File: src/rtl/imm_pack_pkg.sv
// Shared definitions for the immediate packer: kind codes, field width,
// and the packing function used by the combinational core.
package imm_pack_pkg;

  localparam int VALUE_W = 16;
  localparam int KIND_W  = 3;
  localparam int FIELD_W = 11;

  // Immediate kind codes, identical to the decode-side extender encodings.
  localparam logic [KIND_W-1:0] IM0      = 3'd0;
  localparam logic [KIND_W-1:0] IM3      = 3'd1;
  localparam logic [KIND_W-1:0] IM4      = 3'd2;
  localparam logic [KIND_W-1:0] IM5      = 3'd3;
  localparam logic [KIND_W-1:0] IM8      = 3'd4;
  localparam logic [KIND_W-1:0] IM11     = 3'd5;
  localparam logic [KIND_W-1:0] IM_TO8   = 3'd6;
  localparam logic [KIND_W-1:0] IM_ZERO8 = 3'd7;

  typedef struct packed {
    logic [FIELD_W-1:0] field;
    logic               fits;
  } pack_res_t;

  // Signed n-bit field: fits when sign-extending the low n bits rebuilds v.
  function automatic pack_res_t pack_signed(input logic [VALUE_W-1:0] v,
                                            input int unsigned n,
                                            input logic sat);
    pack_res_t          r;
    logic [VALUE_W-1:0] mask;
    logic [VALUE_W-1:0] ext;
    logic [VALUE_W-1:0] val;
    mask   = ~(16'hFFFF << n);
    ext    = $signed(v << (32'd16 - n)) >>> (32'd16 - n);
    r.fits = (ext == v);
    if (r.fits || !sat) begin
      val = v & mask;
    end else if (v[VALUE_W-1]) begin
      val = mask & ~(mask >> 1);
    end else begin
      val = mask >> 1;
    end
    r.field = val[FIELD_W-1:0];
    return r;
  endfunction

  // Narrow a 16-bit value into the instruction field for the given kind.
  function automatic pack_res_t pack_imm(input logic [VALUE_W-1:0] v,
                                         input logic [KIND_W-1:0] kind,
                                         input logic sat);
    pack_res_t r;
    case (kind)
      IM5:  r = pack_signed(v, 32'd5, sat);
      IM4:  r = pack_signed(v, 32'd4, sat);
      IM8:  r = pack_signed(v, 32'd8, sat);
      IM11: r = pack_signed(v, 32'd11, sat);
      IM3: begin
        // The 3-bit field lives in instruction bits 4:2.
        r       = pack_signed(v, 32'd3, sat);
        r.field = {r.field[FIELD_W-3:0], 2'b00};
      end
      IM_ZERO8: begin
        r.fits  = (v[15:8] == 8'h00);
        r.field = (r.fits || !sat) ? {3'b000, v[7:0]} : 11'h0FF;
      end
      IM_TO8: begin
        r.fits  = (v == 16'h0008);
        r.field = 11'h000;
      end
      IM0: begin
        r.fits  = (v == 16'h0000);
        r.field = 11'h000;
      end
      default: begin
        r.fits  = (v == 16'h0000);
        r.field = 11'h000;
      end
    endcase
    return r;
  endfunction

endpackage

File: src/rtl/imm_pack_if.sv
// Input and output valid/ready channels of the immediate packer.
interface imm_pack_if;
  import imm_pack_pkg::*;

  logic               in_valid;
  logic               in_ready;
  logic [VALUE_W-1:0] in_value;
  logic [KIND_W-1:0]  in_kind;
  logic               out_valid;
  logic               out_ready;
  logic [FIELD_W-1:0] out_field;
  logic               out_fits;

  modport master (
    output in_valid, in_value, in_kind, out_ready,
    input  in_ready, out_valid, out_field, out_fits
  );

  modport slave (
    input  in_valid, in_value, in_kind, out_ready,
    output in_ready, out_valid, out_field, out_fits
  );

endinterface

File: src/rtl/imm_pack_core.sv
// Combinational packer: value + kind -> narrow field and round-trip flag.
module imm_pack_core
  import imm_pack_pkg::*;
(
  input  logic [VALUE_W-1:0] value_i,
  input  logic [KIND_W-1:0]  kind_i,
  input  logic               sat_en_i,
  output logic [FIELD_W-1:0] field_o,
  output logic               fits_o
);

  pack_res_t res_s;

  // Evaluate the packing rules for the current stage-1 beat.
  always_comb begin
    res_s   = pack_imm(value_i, kind_i, sat_en_i);
    field_o = res_s.field;
    fits_o  = res_s.fits;
  end

endmodule

File: src/rtl/imm_pack.sv
// Two-stage valid/ready immediate packer with sticky error flag and
// saturating out-of-range counter.
module imm_pack
  import imm_pack_pkg::*;
#(
  parameter int ERR_CNT_W = 8,
  parameter bit SAT_EN    = 1'b0
) (
  input  logic                 clk,
  input  logic                 rst,
  imm_pack_if.slave            bus,
  input  logic                 err_clr,
  output logic                 err_sticky,
  output logic [ERR_CNT_W-1:0] err_count
);

  logic               s1_valid_q, s1_valid_d;
  logic [VALUE_W-1:0] s1_value_q, s1_value_d;
  logic [KIND_W-1:0]  s1_kind_q,  s1_kind_d;
  logic               s2_valid_q, s2_valid_d;
  logic [FIELD_W-1:0] s2_field_q, s2_field_d;
  logic               s2_fits_q,  s2_fits_d;
  logic               err_sticky_q, err_sticky_d;
  logic [ERR_CNT_W-1:0] err_count_q, err_count_d;

  logic               s2_ready_s;
  logic               in_ready_s;
  logic               out_hs_s;
  logic [FIELD_W-1:0] core_field_s;
  logic               core_fits_s;

  imm_pack_core u_core (
    .value_i  (s1_value_q),
    .kind_i   (s1_kind_q),
    .sat_en_i (SAT_EN),
    .field_o  (core_field_s),
    .fits_o   (core_fits_s)
  );

  assign bus.in_ready  = in_ready_s;
  assign bus.out_valid = s2_valid_q;
  assign bus.out_field = s2_field_q;
  assign bus.out_fits  = s2_fits_q;
  assign err_sticky    = err_sticky_q;
  assign err_count     = err_count_q;

  // Handshake, stage advance and error accounting next-state.
  always_comb begin
    s2_ready_s = !s2_valid_q || bus.out_ready;
    in_ready_s = !s1_valid_q || s2_ready_s;
    out_hs_s   = s2_valid_q && bus.out_ready;

    if (in_ready_s) begin
      s1_valid_d = bus.in_valid;
    end else begin
      s1_valid_d = s1_valid_q;
    end

    if (bus.in_valid && in_ready_s) begin
      s1_value_d = bus.in_value;
      s1_kind_d  = bus.in_kind;
    end else begin
      s1_value_d = s1_value_q;
      s1_kind_d  = s1_kind_q;
    end

    if (s2_ready_s) begin
      s2_valid_d = s1_valid_q;
    end else begin
      s2_valid_d = s2_valid_q;
    end

    // Result registers only move when a beat advances, so a stalled
    // output stays stable.
    if (s1_valid_q && s2_ready_s) begin
      s2_field_d = core_field_s;
      s2_fits_d  = core_fits_s;
    end else begin
      s2_field_d = s2_field_q;
      s2_fits_d  = s2_fits_q;
    end

    // Clear wins over a same-cycle bad handshake.
    if (err_clr) begin
      err_sticky_d = 1'b0;
      err_count_d  = {ERR_CNT_W{1'b0}};
    end else if (out_hs_s && !s2_fits_q) begin
      err_sticky_d = 1'b1;
      if (err_count_q == {ERR_CNT_W{1'b1}}) begin
        err_count_d = err_count_q;
      end else begin
        err_count_d = err_count_q + ERR_CNT_W'(1);
      end
    end else begin
      err_sticky_d = err_sticky_q;
      err_count_d  = err_count_q;
    end
  end

  // Pipeline and error state registers.
  always_ff @(posedge clk or negedge rst) begin
    if (!rst) begin
      s1_valid_q   <= 1'b0;
      s1_value_q   <= 16'h0000;
      s1_kind_q    <= IM0;
      s2_valid_q   <= 1'b0;
      s2_field_q   <= 11'h000;
      s2_fits_q    <= 1'b0;
      err_sticky_q <= 1'b0;
      err_count_q  <= {ERR_CNT_W{1'b0}};
    end else begin
      s1_valid_q   <= s1_valid_d;
      s1_value_q   <= s1_value_d;
      s1_kind_q    <= s1_kind_d;
      s2_valid_q   <= s2_valid_d;
      s2_field_q   <= s2_field_d;
      s2_fits_q    <= s2_fits_d;
      err_sticky_q <= err_sticky_d;
      err_count_q  <= err_count_d;
    end
  end

endmodule

File: src/flat_wrapper.sv
// flat-port wrapper written by rule: the top's interface ports become plain ports
module imm_pack_flat import imm_pack_pkg::*;
#(
  parameter int ERR_CNT_W = 8,
  parameter bit SAT_EN    = 1'b0
)
  (clk, rst, err_clr, err_sticky, err_count, bus_in_valid, bus_in_value, bus_in_kind, bus_out_ready, bus_in_ready, bus_out_valid, bus_out_field, bus_out_fits);
  imm_pack_if bus_i ();
  input  logic clk;
  input  logic rst;
  input  logic err_clr;
  output logic err_sticky;
  output logic [ERR_CNT_W-1:0] err_count;
  input wire logic [$bits(bus_i.in_valid)-1:0] bus_in_valid;
  input wire logic [$bits(bus_i.in_value)-1:0] bus_in_value;
  input wire logic [$bits(bus_i.in_kind)-1:0] bus_in_kind;
  input wire logic [$bits(bus_i.out_ready)-1:0] bus_out_ready;
  output wire logic [$bits(bus_i.in_ready)-1:0] bus_in_ready;
  output wire logic [$bits(bus_i.out_valid)-1:0] bus_out_valid;
  output wire logic [$bits(bus_i.out_field)-1:0] bus_out_field;
  output wire logic [$bits(bus_i.out_fits)-1:0] bus_out_fits;
  assign bus_i.in_valid = bus_in_valid;
  assign bus_i.in_value = bus_in_value;
  assign bus_i.in_kind = bus_in_kind;
  assign bus_i.out_ready = bus_out_ready;
  assign bus_in_ready = bus_i.in_ready;
  assign bus_out_valid = bus_i.out_valid;
  assign bus_out_field = bus_i.out_field;
  assign bus_out_fits = bus_i.out_fits;
  imm_pack #(.ERR_CNT_W(ERR_CNT_W), .SAT_EN(SAT_EN)) u_core (.clk(clk), .rst(rst), .bus(bus_i), .err_clr(err_clr), .err_sticky(err_sticky), .err_count(err_count));
endmodule
File: config.mk
export PLATFORM = sky130hd
export DESIGN_NAME = imm_pack_flat
export DESIGN_NICKNAME = d
export VERILOG_FILES = /design/src/rtl/imm_pack_pkg.sv /design/src/rtl/imm_pack_if.sv /design/src/rtl/imm_pack_core.sv /design/src/rtl/imm_pack.sv /design/src/flat_wrapper.sv
export SDC_FILE = /design/constraint.sdc
export NUM_CORES = 1
export LEC_CHECK = 0
export CELL_PAD_IN_SITES_DETAIL_PLACEMENT = 0
export CELL_PAD_IN_SITES_GLOBAL_PLACEMENT = 1
export CORE_MARGIN = 2
export CORE_UTILIZATION = 42
export CTS_CLUSTER_SIZE = 10
export DETAILED_ROUTE_END_ITERATION = 16
export GPL_TIMING_DRIVEN = 0
export PLACE_DENSITY_LB_ADDON = 0.08
export SYNTH_ARGS = -nofsm -noshare
export SYNTH_HDL_FRONTEND = slang
export SYNTH_SLANG_ARGS = --single-unit
File: constraint.sdc
create_clock -name clk -period 5 [get_ports clk]
set_input_delay 1 -clock clk [delete_from_list [all_inputs] [get_ports clk]]
set_output_delay 1 -clock clk [all_outputs]
set_load 0.1 [all_outputs]
# Word-level counts from Yosys, hierarchy flattened
# Index checks and enable logic that the tools add are counted.
dict set report totals {
  input_bits 24
  word_cells 44
  register_bits 42
}
dict set report op_classes {
  n_addsub 1
  mux 6
  reduce_logical 14
  eq_ne 15
}
# cell n
set ops {}
lappend ops {{12-bit case mux with 8 select lines} 1}
lappend ops {{8-bit two-way mux} 3}
lappend ops {{16-bit by 4-bit equality test with 1-bit output (second input constant)} 1}
lappend ops {{16-bit logical NOT} 1}
lappend ops {{13-bit equality test} 1}
lappend ops {{12-bit equality test} 1}
lappend ops {{3-bit equality test (second input constant)} 4}
lappend ops {{11-bit equality test} 1}
lappend ops {{8-bit by 1-bit adder with 8-bit output (second input constant)} 1}
lappend ops {{8-bit equality test} 1}
lappend ops {{8-bit equality test (second input constant)} 1}
lappend ops {{8-bit logical NOT} 1}
lappend ops {{3-bit by 2-bit equality test with 1-bit output (second input constant)} 2}
lappend ops {{5-bit equality test} 1}
lappend ops {{1-bit logical AND} 4}
lappend ops {{3-bit by 1-bit equality test with 1-bit output (second input constant)} 1}
lappend ops {{1-bit logical NOT} 3}
lappend ops {{3-bit logical NOT} 1}
lappend ops {{1-bit logical OR} 2}
lappend ops {{1-bit two-way mux} 2}
lappend ops {{2-bit != test (second input constant)} 1}
lappend ops {{2-bit AND reduction} 1}
lappend ops {{2-bit nonzero test} 1}

# Longest topological paths before layout
# Gate-level depths: netlist of the first run.
dict set report depth {
  depth_word 4
  ltp_mapped 7
  mapped_depth_nobuf 7
}

# Hierarchy
# A second synthesis of the first run with hierarchy kept.
dict set report hier_totals {
  cells_unflattened 267
  area_unflattened_um2 2758.9
}
# mod instances area_per_inst_um2 cells_each
set modules_own_cells {}
lappend modules_own_cells {imm_pack 1 1844.3 126}
lappend modules_own_cells {imm_pack_core 1 914.6 141}

# Least setup slack after synthesis of the first run
# Ideal clock, no wire load.
dict set report synth_timing {
  path_kind {register to register}
  startpoint {register u_core.s2_valid_q (netlist: u_core.bus.out_valid)}
  endpoint {register u_core.s1_kind_q[2]}
  period_less_slack_ns 3.348
  setup_time_ns 0.125
  required_time_ns 4.875
  n_path_buf 1
  path_stages_with_launch 5
  setup_slack_ns 1.652
  arrival_ns 3.223
  cell_sequence {dfrtp_1 > nand3b_1 > nand2_1 > buf_2 > mux2_2}
}
dict set report synth_via {
  elab_chain_cells 4
}
# item line_no
set synth_rtl {}
lappend synth_rtl {{start: declaration} imm_pack.sv:20} ;# logic s2_valid_q, s2_valid_d;
lappend synth_rtl {{start signal: assignment} imm_pack.sv:115} ;# s2_valid_q <= s2_valid_d;
lappend synth_rtl {{1-bit logical NOT} imm_pack.sv:49} ;# s2_ready_s = !s2_valid_q || bus.out_ready;
lappend synth_rtl {{1-bit logical OR} imm_pack.sv:49}
lappend synth_rtl {{1-bit logical OR} imm_pack.sv:50} ;# in_ready_s = !s1_valid_q || s2_ready_s;
lappend synth_rtl {{net bus_in_ready} flat_wrapper.sv:18} ;# output wire logic [$bits(bus_i.in_ready)-1:0] bus_in_ready;
lappend synth_rtl {{1-bit logical AND} imm_pack.sv:59} ;# if (bus.in_valid && in_ready_s) begin
lappend synth_rtl {{end signal: assignment} imm_pack.sv:114} ;# s1_kind_q <= s1_kind_d;
lappend synth_rtl {{end: declaration} imm_pack.sv:19} ;# logic [KIND_W-1:0] s1_kind_q, s1_kind_d;
# The timed path passes the listed nets, and every way through them passes these cells.
# A chain may end at the register's enable or synchronous reset.

# Final worst setup path of the first run
dict set report layout_timing {
  startpoint {input port bus_out_ready}
  endpoint {output port bus_in_ready}
}
dict set report layout_via {
  elab_chain_cells 2
}
# item line_no
set layout_rtl {}
lappend layout_rtl {{start: declaration} flat_wrapper.sv:17} ;# input wire logic [$bits(bus_i.out_ready)-1:0] bus_out_ready;
lappend layout_rtl {{1-bit logical OR} imm_pack.sv:49}
lappend layout_rtl {{1-bit logical OR} imm_pack.sv:50}
lappend layout_rtl {{end: declaration} flat_wrapper.sv:18}
# No other way between the ends.

==> impl_metrics.tcl, run 1 <==
set metrics [dict create \
    status "finished clean" \
    placed_area_um2 2550 \
    drcViolationCount 0 \
    critical_path_class "in2out" \
    post_cts_buffers 0 \
    relSlewSlack 0.348 \
    antenna_found_initial 0 \
    io_buffers 46 \
    drtPass1Iterations 4 \
    nFillCells 416 \
    stdcell_area_um2 2690 \
    gr-total-overflow 0 \
    rsz0062_at_grt "false" \
    slowest_stage "clkdlybuf4s50_1" \
    synthCells 175 \
    cp-end-kind "output pin" \
    ys_top_cells_by_area "dfrtp_1 (52%), mux2_2 (11%), a22o_1 (3.5%)" \
    diodes 0 \
    setup_viol 0 \
    synthesis.area_um2 2020 \
    worst_setup_hold_path_clk_slew_ns 0.08 \
    synth.net_count 204 \
    clock_sinks 42 \
    postCtsHoldBufs 0 \
    yosysSeqAreaShare 0.519 \
    cellLeakagePower_nw 1.14 \
    worstSkewPairLatency_ns 0.30 \
    io_pins 47 \
    root_buffer "clkbuf_8" \
    initial_core_util 0.431 \
    ys_ff_latch 42 \
    irDropWorstVdd_mv 0.200 \
    cellPowerDensity_nw_per_um2 417 \
    tightestPinTransition_ns 0.974 \
    required_ns 4.00 \
    finClkSkew_ns 0.00868 \
    dp_hpwl_um 3260 \
    grt_pass1_vias 1538 \
    vias 1574 \
    critPathBufInv 2 \
    drtIter0Drc 98 \
    core-area_um2 4690 \
    achievable-frequency_mhz 264 \
    wl_per_cell_um 16.1 \
    cts_resized 0 \
    drtAntennaViolNets 0 \
    finalCritPeriodShare 0.758 \
    ctsHtreeMaxLevel 2 \
    yosysUniqueCellTypes 39 \
    synthToLayoutAreaGrowth_pct 32.9 \
    cp_max_fo 3 \
    dieArea_um2 5390 \
    cp.arrival_ns 2.79 \
    grt_max_degree 43 \
    fin_util 0.573 \
    fin_nets 257 \
    setup_tns_ns 0 \
    holdWs_ns 0.498 \
    yosys.area.top_type_share 0.519 \
    period_minus_slack_ns 3.79 \
    gp_congestion 0.925 \
    drt_wl_total_um 4570 \
    synth_edf_count 0 \
    numCtsBuffers 5 \
    path_cells "clkdlybuf4s50_1, nand3b_1, clkdlybuf4s50_1" \
    cts_tree "yes" \
    synth_flop_cell "dfrtp_1" \
    reg2reg_slack_ns 3.06 \
    hold_viol_final 0 \
    slew_viol_final 0 \
    die_w_um 73.4 \
    yosysTopAreaCell "dfrtp_1" \
    grt_pass1_wl_um 7560 \
    maxCapViolCount 0 \
    viasPerCell 5.56 \
    yosys_warnings 0 \
    drive_gt1_frac 0.153 \
    cp_top_family "buffers and inverters" \
    hold_class "reg2reg" \
    cp_slowest_stage_delay_ns 1.15 \
    grt_usage 0.187 \
    rows 25 \
    synthArstFlopShare 1.00 \
    start_kind "primary input" \
    die_h_um 73.4 \
    syn_avg_cell_area_um2 11.6 \
    cpMostUsedCell "clkdlybuf4s50_1" \
    cts.path.max_buffers 2 \
]
path summary, 6_finish.rpt:
| kind | start | endpoint | cells past startpoint |
|---|---|---|---|
| worst max-delay path | bus_out_ready | bus_in_ready | 3 |
| worst min-delay path | u_core.bus.out_field[2] | u_core.bus.out_field[2] | 2 |
| worst max register to register | u_core.s1_value_q[12] | u_core.bus.out_fits | 5 |
| worst min register to register | u_core.bus.out_field[2] | u_core.bus.out_field[2] | 2 |
| max in group asynchronous | rst | u_core.s1_value_q[2] | 1 |
| min in group asynchronous | rst | u_core.err_count[5] | 1 |
cells in the mapped netlist (2+ instances only):
library cell  count
o21ai_0           3
dfrtp_1          42
nand3b_1          3
nor2_1           17
a22o_1            8
clkbuf_1          3
a41oi_2           2
or3_1             4
a31oi_1           2
a222oi_1          2
ha_1              5
nand2_1          10
nand3_1           5
a21oi_1           2
nor3_1            4
mux2_2           19
inv_1            10
nand4_1           3
nand2b_1          3
and3_1            3
a2111o_1          2
xor2_1            6
worst min-delay path, delay by kind of cell, from the launching register on:
kind,cells,cell delay (ns)
compound gates,1,0.06
buf+inv,1,0.05
flops,1,0.36
final cells by class:
class	count	area, um2	area share
timing repair buffer	46	455	0.169
multi-input combinational	118	907	0.337
inverter	10	37.5	0.0140
clock inverter	2	60.1	0.0223
sequential	42	1050	0.391
clock buffer	6	82.6	0.0307
tap	54	67.6	0.0251
buffer	5	27.5	0.0102
flip-flops by register name (all words and copies together), names as in the netlist:
register	count
u_core.bus.out_field	11
u_core.bus.out_fits	1
u_core.bus.out_valid	1
u_core.err_count	8
u_core.err_sticky	1
u_core.s1_kind_q	3
u_core.s1_valid_q	1
u_core.s1_value_q	16
cells in the final DEF (no fill, tap or decap), types with 4 or more instances in the layout:
master,netlist,final
dfrtp_1,42,42
clkdlybuf4s50_1,0,45
nand2_1,10,10
nor2_1,17,17
or3_1,4,4
nand3_1,5,5
a22o_1,8,8
clkbuf_8,0,6
mux2_2,19,19
nor3_1,4,4
xor2_1,6,6
ha_1,5,5
inv_1,10,10
report_power, final:
part	switching, mW	internal (mW)	total, mW
logic	0.247	0.111	0.358
registers	0.0454	0.384	0.430
clock network	0.121	0.213	0.334
total	0.413	0.709	1.12
kinds of logic after synthesis:
family | count (synthesis) | synth area share
XOR/XNOR | 7 | 0.0303
buffers and inverters | 15 | 0.0322
AND/OR/NAND/NOR | 59 | 0.160
flip-flops | 42 | 0.519
AO/OA/AOI/OAI | 27 | 0.116
multiplexers | 20 | 0.111
adder cells (fa/ha/maj) | 5 | 0.0309
through the flow:
step | instances | setup slack [ns] | power (mW)
4_1_cts | 283 | 1.21 | 1.13
3_3_place_gp | 275 | 1.23 | 0.788
2_1_floorplan | 175 | 1.65 | 0.688
3_5_place_dp | 275 | 1.22 | 0.796
6_report | 283 | 1.21 | 1.12
5_1_grt | 283 | 1.14 | 1.17
per-layer routing:
layer	share of wire	global-route usage
met4	0.0085	0.0667
met1	0.44	0.249
met3	0.059	0.0453
met2	0.49	0.298
met5	0	0
Power figures use the tool's default switching activity.
==> run 2, diff against run 1 <==
- CORE_UTILIZATION: 42 -> 39
- clock period: 5 -> 3.75 ns (I/O delays scaled with it)
==> run 2 against run 1 <==
  * Sequential share of layout area shrank 0.22 points
  * Combinational power is 33% higher
  * Die area increased by 7.3%
  * Wire length down 2.1%
  * Utilization down 3.7 points
  * Setup slack worse by 0.77 ns
  * Clock-buffer cell count fell by 1
  * Sequential cell count stayed put
  * Clock skew decreased by 0.0027 ns
  * Largest cell class unchanged
  * Highest routed layer unchanged
==> impl_metrics.tcl, run 2 (synthesized netlist as in run 1, its figures left out) <==
set metrics [dict create \
    status "finished clean" \
    drcViolationCount 0 \
    viasPerCell 5.20 \
    finalCritPeriodShare 0.882 \
    clock_sinks 42 \
    ctsHtreeMaxLevel 2 \
    critical_path_class "in2out" \
    path_cells "clkdlybuf4s50_1, nand3b_1, clkdlybuf4s50_1" \
    slowest_stage "clkdlybuf4s50_1" \
    layout_commonest_cell "clkdlybuf4s50_1" \
    final_cell_mix "clkdlybuf4s50_1 (45), dfrtp_1 (42), mux2_2 (19)" \
    root_buffer "clkbuf_8" \
    grt_pass1_wl_um 7470 \
    cp_top_family "buffers and inverters" \
    cellPowerDensity_nw_per_um2 545 \
    fin_nets 257 \
    dp_hpwl_um 3360 \
    cp_max_fo 3 \
    drtPass1Iterations 4 \
    synthToLayoutAreaGrowth_pct 33.6 \
    tightestPinTransition_ns 0.976 \
    fin_util 0.536 \
    rsz0062_at_grt "false" \
    irDropWorstVdd_mv 0.224 \
    r2r_cells 6 \
    rows 26 \
    drtAntennaViolNets 0 \
    numCtsBuffers 5 \
    required_ns 3.00 \
    core-area_um2 5040 \
    hold_viol_final 0 \
    die_w_um 76.0 \
    die_h_um 76.0 \
    drtIter0Drc 76 \
    critPathLaunch "bus_out_ready" \
    cp.arrival_ns 2.56 \
    setup_viol 0 \
    start_kind "primary input" \
    finClkSkew_ns 0.00603 \
    drive_gt1_frac 0.153 \
    cts.path.max_buffers 2 \
    combPwrFrac 0.323 \
    cts_resized 0 \
    place_ws_ns 0.438 \
    period_minus_slack_ns 3.31 \
    io_pins 47 \
    grt_pass1_vias 1530 \
    p_int_mw 0.928 \
    reg2reg_slack_ns 1.79 \
    wl_per_cell_um 15.0 \
    vias 1556 \
    setup_ws_ns 0.441 \
    diodes 0 \
    switching_share 0.371 \
    slew_viol_final 0 \
    gr-total-overflow 0 \
    seqPwrFrac 0.388 \
    cp_slowest_stage_delay_ns 1.15 \
    worstSkewPairLatency_ns 0.30 \
    final_cell_count_no_fill 299 \
    dieArea_um2 5780 \
    initial_core_util 0.401 \
    cp-endpoint "bus_in_ready" \
    placed_area_um2 2570 \
    hold_class "reg2reg" \
    worst-path-stages 3 \
    grt_usage 0.163 \
    grt_max_degree 43 \
    antenna_found_initial 0 \
    p_switching_mw 0.547 \
    place_inst 291 \
    io_buffers 46 \
    max_flop_register "u_core.s1_value_q" \
    achievable-frequency_mhz 302 \
    drt_wl_total_um 4470 \
    holdWs_ns 0.488 \
    post_cts_buffers 0 \
    r2r_start "u_core.s1_value_q[2]" \
    r2r-end "u_core.bus.out_fits" \
    gp_congestion 0.880 \
    cellLeakagePower_nw 1.14 \
    postCtsHoldBufs 0 \
    largest_register_ff_count 16 \
    critPathBufInv 2 \
    setup_tns_ns 0 \
    clkPwrFrac 0.289 \
    cts_tree "yes" \
    worst_setup_hold_path_clk_slew_ns 0.08 \
    maxCapViolCount 0 \
    fin_total_pwr_mw 1.47 \
    relSlewSlack 0.347 \
    cpMostUsedCell "clkdlybuf4s50_1" \
    cp-end-kind "output pin" \
    stdcell_area_um2 2700 \
]
[run 2: cell count changes in the layout (fill, tap and decap cells not counted)]
cell      previous run  this run
clkbuf_8             6         5
clkinv_4             0         1
[run 2: cell type report]
| class | count | area [um2] |
|---|---|---|
| clock buffers | 5 | 68.8 |
| clock inverters | 3 | 68.8 |
| repair buffers | 46 | 455 |
| fillers | 461 | 2340 |
| plain buffers | 5 | 27.5 |
| flip-flops and latches | 42 | 1050 |
| well taps | 70 | 87.6 |
| multi-input cells | 118 | 907 |
| inverters | 10 | 37.5 |
[run 2: how the worst min path moves through the flow]
stage,startpoint,slack [ns],depth (start not counted),endpoint
floorplan,rst,0.45,0,u_core.bus.out_field[0]
global placement,u_core.bus.out_field[3],0.47,2,u_core.bus.out_field[3]
detailed placement,u_core.bus.out_field[2],0.47,2,u_core.bus.out_field[2]
CTS,u_core.bus.out_field[2],0.49,2,u_core.bus.out_field[2]
global route,u_core.bus.out_field[2],0.52,2,u_core.bus.out_field[2]
finish,u_core.bus.out_field[2],0.49,2,u_core.bus.out_field[2]
[run 2: metal layers]
metal / global-route usage / up-vias / share of wire
met3: 0.0486 / 10 / 0.061
met4: 0.0382 / 0 / 0.014
met2: 0.266 / 63 / 0.50
met5: 0 / - / 0
li1: - / 741 / -
met1: 0.215 / 742 / 0.43
[run 2: worst reg2reg max path, delay by kind of cell (launching register included)]
kind,cells,cell delay [ns]
AOI/OAI and AO/OA,3,0.54
and+or+nand+nor,1,0.51
DFF,1,0.40
adders and majority gates,1,0.31
buffers and inverters,1,0.11
[run 2: power by group through the flow]
stage	Sequential (mW)	Clock (mW)	Combinational [mW]
2_1_floorplan	0.779	0	0.139
3_3_place_gp	0.579	0	0.473
3_5_place_dp	0.582	0	0.479
6_report	0.572	0.426	0.476
4_1_cts	0.572	0.437	0.481
5_1_grt	0.582	0.464	0.504
